===== src/rtl/sb_pkg.sv =====
// sb_pkg: shared types and constants for the register scoreboard.
//   NUM_REGS / REG_AW : register file geometry (16 registers, 4-bit index).
//   PEND_W / PEND_MAX : width and saturation value of each pending-write counter.
//   flush_state_e     : states of the post-jump issue-block FSM.
package sb_pkg;

    localparam int NUM_REGS = 16;
    localparam int REG_AW   = 4;
    localparam int PEND_W   = 2;

    typedef logic [REG_AW-1:0] reg_idx_t;
    typedef logic [PEND_W-1:0] pend_t;

    localparam pend_t PEND_MAX = '1;

    typedef enum logic {
        SB_IDLE,
        SB_FLUSH
    } flush_state_e;

endpackage


===== src/rtl/sb_pend_counter.sv =====
// sb_pend_counter: outstanding-write counter for one architectural register.
//   clk, rst_n    : clock, asynchronous active-low reset
//   inc_i         : an accepted instruction targets this register
//   dec_i         : writeback commits this register
//   count_o       : current number of in-flight writes (registered)
//   underflow_o   : pulse, writeback arrived with no write outstanding
// Simultaneous inc and dec cancel, even at zero, and never flag underflow.
// Incrementing at PEND_MAX cannot happen: the issue hazard blocks it.
module sb_pend_counter
    import sb_pkg::*;
(
    input  logic  clk,
    input  logic  rst_n,
    input  logic  inc_i,
    input  logic  dec_i,
    output pend_t count_o,
    output logic  underflow_o
);

    pend_t count_q;
    pend_t count_d;

    always_comb begin
        count_d     = count_q;
        underflow_o = 1'b0;
        case ({inc_i, dec_i})
            2'b10: count_d = count_q + pend_t'(1);
            2'b01: begin
                if (count_q != '0) begin
                    count_d = count_q - pend_t'(1);
                end else begin
                    underflow_o = 1'b1;
                end
            end
            default: count_d = count_q;
        endcase
    end

    always_ff @(posedge clk or negedge rst_n) begin
        if (!rst_n) begin
            count_q <= '0;
        end else begin
            count_q <= count_d;
        end
    end

    assign count_o = count_q;

endmodule


===== src/rtl/reg_scoreboard.sv =====
// reg_scoreboard: issue-side hazard controller for the 16 x 16-bit register file.
//   Parameter FLUSH_CYCLES (1..15): issue-block cycles after a taken jump.
//   Optional macro SB_WB_BYPASS_EN: a same-cycle writeback to a source register
//   is credited in the RAW test, so a reader can issue alongside its last writeback.
// Ports:
//   clk, rst_n                       : clock, asynchronous active-low reset
//   issue_valid / issue_ready        : issue handshake (see below)
//   issue_rs, issue_rt, issue_use_rt : source registers (rs always read)
//   issue_wr, issue_dst              : destination write of the instruction
//   stall                            : issue_valid & !issue_ready
//   wb_valid, wb_dst                 : writeback commit
//   jump_taken                       : taken jump resolved this cycle
//   flush_active                     : issue blocked by jump flush (FSM state)
//   busy_mask                        : bit i set while register i has writes in flight
//   err_underflow                    : sticky, writeback with nothing outstanding
// Handshake: an instruction transfers in a cycle where issue_valid and issue_ready
// are both high. issue_ready is combinational from registered state (plus the
// writeback inputs when bypass is enabled) and never depends on issue_valid.
// Decode holds the instruction stable while stall is high.
module reg_scoreboard
    import sb_pkg::*;
#(
    parameter int FLUSH_CYCLES = 1
) (
    input  logic                clk,
    input  logic                rst_n,
    input  logic                issue_valid,
    input  reg_idx_t            issue_rs,
    input  reg_idx_t            issue_rt,
    input  logic                issue_use_rt,
    input  logic                issue_wr,
    input  reg_idx_t            issue_dst,
    output logic                issue_ready,
    output logic                stall,
    input  logic                wb_valid,
    input  reg_idx_t            wb_dst,
    input  logic                jump_taken,
    output logic                flush_active,
    output logic [NUM_REGS-1:0] busy_mask,
    output logic                err_underflow
);

    localparam logic [3:0] FLUSH_LOAD = 4'(FLUSH_CYCLES);

    pend_t               pend_cnt [NUM_REGS];
    logic [NUM_REGS-1:0] inc_vec;
    logic [NUM_REGS-1:0] dec_vec;
    logic [NUM_REGS-1:0] uf_vec;
    logic                accept;
    logic                hazard;
    logic                rs_busy;
    logic                rt_busy;

    // ---------------- per-register counters ----------------
    for (genvar i = 0; i < NUM_REGS; i++) begin : g_pend
        assign inc_vec[i]   = accept & issue_wr & (issue_dst == reg_idx_t'(i));
        assign dec_vec[i]   = wb_valid & (wb_dst == reg_idx_t'(i));
        assign busy_mask[i] = (pend_cnt[i] != '0);

        sb_pend_counter u_cnt (
            .clk         (clk),
            .rst_n       (rst_n),
            .inc_i       (inc_vec[i]),
            .dec_i       (dec_vec[i]),
            .count_o     (pend_cnt[i]),
            .underflow_o (uf_vec[i])
        );
    end

    // ---------------- hazard mux ----------------
`ifdef SB_WB_BYPASS_EN
    // Effective count = pend - same-cycle writeback; busy while it stays positive.
    always_comb begin
        rs_busy = pend_cnt[issue_rs] > pend_t'(wb_valid && (wb_dst == issue_rs));
        rt_busy = pend_cnt[issue_rt] > pend_t'(wb_valid && (wb_dst == issue_rt));
    end
`else
    always_comb begin
        rs_busy = (pend_cnt[issue_rs] != '0);
        rt_busy = (pend_cnt[issue_rt] != '0);
    end
`endif

    // The destination limit always uses the registered count: the counter
    // update itself never sees the bypass.
    assign hazard      = rs_busy | (issue_use_rt & rt_busy)
                       | (issue_wr & (pend_cnt[issue_dst] == PEND_MAX));
    assign issue_ready = ~hazard & ~flush_active;
    assign stall       = issue_valid & ~issue_ready;
    assign accept      = issue_valid & issue_ready;

    // ---------------- flush FSM ----------------
    flush_state_e state_q;
    flush_state_e state_d;
    logic [3:0]   flush_cnt_q;
    logic [3:0]   flush_cnt_d;

    always_comb begin
        state_d     = state_q;
        flush_cnt_d = flush_cnt_q;
        case (state_q)
            SB_IDLE: begin
                if (jump_taken) begin
                    state_d     = SB_FLUSH;
                    flush_cnt_d = FLUSH_LOAD;
                end
            end
            SB_FLUSH: begin
                if (jump_taken) begin
                    flush_cnt_d = FLUSH_LOAD;
                end else if (flush_cnt_q == 4'd1) begin
                    state_d     = SB_IDLE;
                    flush_cnt_d = '0;
                end else begin
                    flush_cnt_d = flush_cnt_q - 4'd1;
                end
            end
            default: begin
                state_d     = SB_IDLE;
                flush_cnt_d = '0;
            end
        endcase
    end

    always_ff @(posedge clk or negedge rst_n) begin
        if (!rst_n) begin
            state_q     <= SB_IDLE;
            flush_cnt_q <= '0;
        end else begin
            state_q     <= state_d;
            flush_cnt_q <= flush_cnt_d;
        end
    end

    assign flush_active = (state_q == SB_FLUSH);

    // ---------------- sticky underflow error ----------------
    logic err_q;
    logic err_d;

    assign err_d = err_q | (|uf_vec);

    always_ff @(posedge clk or negedge rst_n) begin
        if (!rst_n) begin
            err_q <= 1'b0;
        end else begin
            err_q <= err_d;
        end
    end

    assign err_underflow = err_q;

endmodule


===== config.mk =====
export PLATFORM = sky130hd
export DESIGN_NAME = reg_scoreboard
export DESIGN_NICKNAME = d
export VERILOG_FILES = /design/src/rtl/sb_pkg.sv /design/src/rtl/sb_pend_counter.sv /design/src/rtl/reg_scoreboard.sv
export SDC_FILE = /design/constraint.sdc
export NUM_CORES = 1
export LEC_CHECK = 0
export CAP_MARGIN = 10
export CORE_MARGIN = 1
export CORE_UTILIZATION = 50
export CTS_CLUSTER_DIAMETER = 200
export DETAILED_ROUTE_END_ITERATION = 8
export PLACE_DENSITY = 0.74
export SLEW_MARGIN = 5
export SYNTH_ARGS = -nofsm -noshare
export SYNTH_HDL_FRONTEND = slang
export SYNTH_SLANG_ARGS = --single-unit
export TNS_END_PERCENT = 10

===== constraint.sdc =====
create_clock -name clk -period 7.6 [get_ports clk]
set_input_delay 1.52 -clock clk [delete_from_list [all_inputs] [get_ports clk]]
set_output_delay 1.52 -clock clk [all_outputs]
set_load 0.02 [all_outputs]

Yosys cells after proc, flatten, opt, wreduce, memory -nomap -nowiden
Index checks and enable logic that the tools add are counted.
- word-level logic and storage cells: 317
- bits of input ports: 23
- output and inout bits: 20
- register bits after elaboration: 38
- reductions and logical operators: 53
- equal/unequal tests: 81
- bitwise gates (word level): 47
- muxes and demuxes: 81
- add/sub/neg operators: 33
- magnitude comparators: 3
- operators by type and width (operator ; count):
    $reduce_bool A2 Y1 ; 34
    $eq A4 B4 Y1 const B ; 16
    $pmux W2 S2 ; 16
    $mux W2 ; 22
    $and A1 B1 Y1 ; 38
    $mux W1 ; 35
    $eq A2 B2 Y1 const B ; 17
    $ne A2 B2 Y1 const B ; 17
    $add A2 B1 Y2 const B ; 16
    $eq A2 B1 Y1 const B ; 16
    $eq A4 B3 Y1 const B ; 8
    $reduce_and A2 Y1 ; 16
    $sub A2 B1 Y2 const B ; 16
    $bmux W2 S4 ; 3
    $eq A4 B2 Y1 const B ; 4
    $reduce_or A16 Y1 ; 1
    $ge A5 B5 Y1 const B ; 3
    $not A4 Y5 ; 3
    $eq A4 B1 Y1 const B ; 3
    $mux W4 ; 3
    $logic_not A4 Y1 ; 2
    $pmux W4 S2 ; 1
    $sub A4 B1 Y4 const B ; 1
    $not A1 Y1 ; 3
    other kinds (2) ; 4

Logic depth before layout (Yosys ltp)
- depth after elaboration: 17
- mapped depth: 11
- mapped depth without buffers: 9

Hierarchy
A second synthesis with hierarchy kept.
- cell total of the unflattened synthesis: 399
- area total of the unflattened synthesis: 3219.3 um^2
- by module, submodules not included (module ; times used ; sequential area each (um^2) ; cells an instance ; area each (um^2)):
    sb_pend_counter ; 16 ; 50.0 ; 13 ; 116.4
    reg_scoreboard ; 1 ; 150.1 ; 191 ; 1357.6

Least setup slack after synthesis
Ideal clock, no wire load.
- path kind: input-to-output
- start point: in issue_dst[3]
- end point: out stall
- setup slack: 2659 ps
- path buffers: 3
- data required time: 6080 ps
- arrival: 3421 ps
- cell stages on the path: 8
- path through: clkbuf_1 buf_1 mux4_2 a22oi_1 a21boi_4 nor3_2 buf_2 nor2b_1
- word-level cells in the longest chain between the ends: 11
- RTL lines (item ; RTL line ; RTL):
    start: declaration ; reg_scoreboard.sv:32 ; input reg_idx_t issue_dst,
    $not A4 Y5 (not written as such) ; reg_scoreboard.sv:87 ; | (issue_wr & (pend_cnt[issue_dst] == PEND_MAX));
    $bmux W2 S4 ; reg_scoreboard.sv:87 ;
    $mux W2 (not written as such) (2 in a row) ; reg_scoreboard.sv:87 ;
    $eq A2 B2 Y1 ; reg_scoreboard.sv:87 ;
    $and A1 B1 Y1 ; reg_scoreboard.sv:87 ;
    $or A1 B1 Y1 ; reg_scoreboard.sv:87 ;
    $not A1 Y1 ; reg_scoreboard.sv:88 ; assign issue_ready = ~hazard & ~flush_active;
    $and A1 B1 Y1 ; reg_scoreboard.sv:88 ;
    named net issue_ready ; reg_scoreboard.sv:33 ; output logic issue_ready,
    $not A1 Y1 ; reg_scoreboard.sv:89 ; assign stall = issue_valid & ~issue_ready;
    $and A1 B1 Y1 ; reg_scoreboard.sv:89 ;
    end: declaration ; reg_scoreboard.sv:34 ; output logic stall,
The timed path passes the listed nets, and every way through them passes these cells. The select of a mux whose other input is x is not followed.

Worst setup path in the final report
- start point: in issue_dst[0]
- end point: out issue_ready
- word-level cells in the longest chain between the ends: 9
- RTL lines (item ; RTL line):
    $not A4 Y5 (not written as such) ; reg_scoreboard.sv:87
    $bmux W2 S4 ; reg_scoreboard.sv:87
    $mux W2 (not written as such) (2 in a row) ; reg_scoreboard.sv:87
    $eq A2 B2 Y1 ; reg_scoreboard.sv:87
    $and A1 B1 Y1 ; reg_scoreboard.sv:87
    $or A1 B1 Y1 ; reg_scoreboard.sv:87
    $not A1 Y1 ; reg_scoreboard.sv:88
    $and A1 B1 Y1 ; reg_scoreboard.sv:88
    end: declaration ; reg_scoreboard.sv:33
Every way passes these cells. The select of a mux whose other input is x is not followed.

==> results.sh <==
export IMPL_grt_ovfl_total=0
export IMPL_outcome="finished, final reports clean"
export IMPL_rsz0062_at_grt="no"
export IMPL_dp_cells=451
export IMPL_postSynthAreaPerCell_sq_um=8.57
export IMPL_syn_area_sq_um=2940
export IMPL_placed_area_sq_um=3410
export IMPL_wirelength_um=8130
export IMPL_fillers=486
export IMPL_cp_required_ps=6080
export IMPL_power_leakage_nw=1.49
export IMPL_final_cells=459
export IMPL_cts_buffers=5
export IMPL_tightest_slew_ps=895
export IMPL_yosysWarnings=0
export IMPL_finalClockSkew_ps=6.50
export IMPL_cp_startpoint="issue_dst[0]"
export IMPL_io_buffers=42
export IMPL_antenna_found_initial=0
export IMPL_synth_top_cells_by_count="51 x nor2_1, 38 x dfrtp_1, 33 x o21ai_0"
export IMPL_register_area_sq_um=951
export IMPL_grtUsageTotal_pct=29.1
export IMPL_synth_edf_count=0
export IMPL_fin_crit_ps=6580
export IMPL_crit_path_start_kind="primary input"
export IMPL_worstPathMaxFanout=13
export IMPL_synth_cells=343
export IMPL_grt_pass1_wl_um=13800
export IMPL_period_share_pct=86.6
export IMPL_post_cts_resize_count=0
export IMPL_first_global_vias=2728
export IMPL_ios=43
export IMPL_syn_num_nets=368
export IMPL_rows=27
export IMPL_min_from="g_pend[3].u_cnt.count_o[0]$_DFFE_PN0P_"
export IMPL_power_density_nw_per_um2=186
export IMPL_final_cell_area_sq_um=3520
export IMPL_die_w_um=78.7
export IMPL_clock_root_buffer="clkbuf_8"
export IMPL_r2r_start="g_pend[1].u_cnt.count_o[1]$_DFFE_PN0P_"
export IMPL_top_usage_layer="met2"
export IMPL_synthTopCellsByArea="dfrtp_1 32%, mux4_2 9.2%, nor2_1 6.5%, o21ai_0 5.6%, inv_1 3.8%"
export IMPL_place_hpwl_um=6280
export IMPL_remaining_drc_errors=0
export IMPL_ant_nets=0
export IMPL_setup_worst_path_class="primary input to primary output"
export IMPL_cts_tree="built"
export IMPL_fin_hold_ws_ps=532
export IMPL_vias=2830
export IMPL_routedWlPerCell_um=17.7
export IMPL_hold_violations=0
export IMPL_yosysMostFrequentCell="nor2_1"
export IMPL_setup_viol=0
export IMPL_ys_ff_latch=38
export IMPL_synthArstFlopShare_pct=100
export IMPL_cap_violations=0
export IMPL_maxSlewHeadroom_pct=40.3
export IMPL_die_y_um=78.7
export IMPL_core_area_sq_um=5570
export IMPL_hold_buffers=0
export IMPL_yosysSeqAreaShare_pct=32.4
export IMPL_met3_usage_pct=5.58
export IMPL_path_clk_slew_ps=80
export IMPL_timing_fmax_mhz=152
export IMPL_use_met1_pct=39.1
export IMPL_hp_class="register to register"
export IMPL_synth_area_leader_cell="dfrtp_1"
export IMPL_finalSetupTns_ps=0
export IMPL_dieArea_sq_um=6190
export IMPL_use_met2_pct=44.7
export IMPL_first_iter_violations=192
export IMPL_yosysTopAreaCellShare_pct=32.4
export IMPL_grt_max_degree=39
export IMPL_synthToLayoutAreaGrowth_pct=19.8
export IMPL_cp_arrival_ps=5060
export IMPL_start_util_pct=52.7
export IMPL_nets=411
export IMPL_drv_slew=0
export IMPL_clk_path_buf_depth=2
export IMPL_layout_drive_gt1_share_pct=8.01
export IMPL_clock_sinks=38
export IMPL_clk_latency_ps=300
export IMPL_htreeDepth=2
export IMPL_antenna_cells=0
export IMPL_gp_congestion=1.03
export IMPL_synth_distinct_cells=53
export IMPL_first_pass_iters=5
export IMPL_cts_setup_buffers=0
export IMPL_synth_flop_cell="dfrtp_1"
export IMPL_ir_drop_uv=140
export IMPL_vias_per_cell=6.17
export IMPL_multiInputGateArea_sq_um=1840
export IMPL_endpoint_kind="primary output"
==> per-layer routing <==
layer,vias up,wire length (um)
li1,1343,-
met1,1333,3610
met2,128,3660
met3,26,564
met4,0,289
met5,-,0
==> worst max-delay path: stages <==
cell and delay (ps):
clkdlybuf4s50_1 780, mux4_1 670, mux4_2 470, a21boi_4 160
nor3_2 720, clkdlybuf4s50_1 750
==> registers in the layout, summed over array words and instances, names as in the netlist <==
signal,cells
flush_cnt_q,4
err_underflow,1
g_pend.u_cnt.count_o,32
flush_active,1
==> cells by family after synthesis <==
group | count (synthesis) | share of synthesized area (%)
adders and majority gates | 2 | 0.852
and+or+nand+nor | 151 | 26.7
AOI/OAI and AO/OA | 96 | 21.6
DFF | 38 | 32.4
buffers and inverters | 36 | 4.94
muxes | 20 | 13.6
==> power breakdown <==
group,internal (W),total [W],switching (W)
Clock,0.0000967,0.000173,0.0000759
Combinational,0.0000940,0.000201,0.000107
Sequential,0.000235,0.000280,0.0000446
==> cells in the final DEF, fill, tap and decap left out, drive strengths merged, types with 11 or more instances in the layout <==
master,instances
nor2,51
o21ai,33
inv,30
nand2,29
a21oi,14
mux4,15
dfrtp,38
nor3,11
clkdlybuf4s50,41
==> path summary, 6_finish.rpt <==
kind	endpoint	slack, ps	cells after the start
max	issue_ready	1020	6
min	g_pend[3].u_cnt.count_o[0]$_DFFE_PN0P_	530	1
max reg2reg	err_underflow$_DFF_PN0_	4160	8
min reg2reg	g_pend[3].u_cnt.count_o[0]$_DFFE_PN0P_	530	1
max in group asynchronous	flush_cnt_q[0]$_DFFE_PN0P_	5700	1
min in group asynchronous	g_pend[11].u_cnt.count_o[1]$_DFFE_PN0P_	1340	1
==> per-stage QoR <==
step	setup WS, ps	total power, W	util [%]
CTS	1080	0.000654	63.1
global route	919	0.000690	63.1
global placement	1200	0.000474	61.2
detailed placement	1120	0.000482	61.2
finish	1020	0.000653	63.1
floorplan	2660	0.000401	-
==> cell type report <==
type,count,share of cell area [%]
Sequential cell,38,27.0
Inverter,30,3.20
Tap cell,72,2.56
Clock inverter,3,1.14
Clock buffer,5,1.96
Timing Repair Buffer,42,11.8
Multi-Input combinational cell,269,52.3
Note: power is estimated with default switching activity, not from simulation.
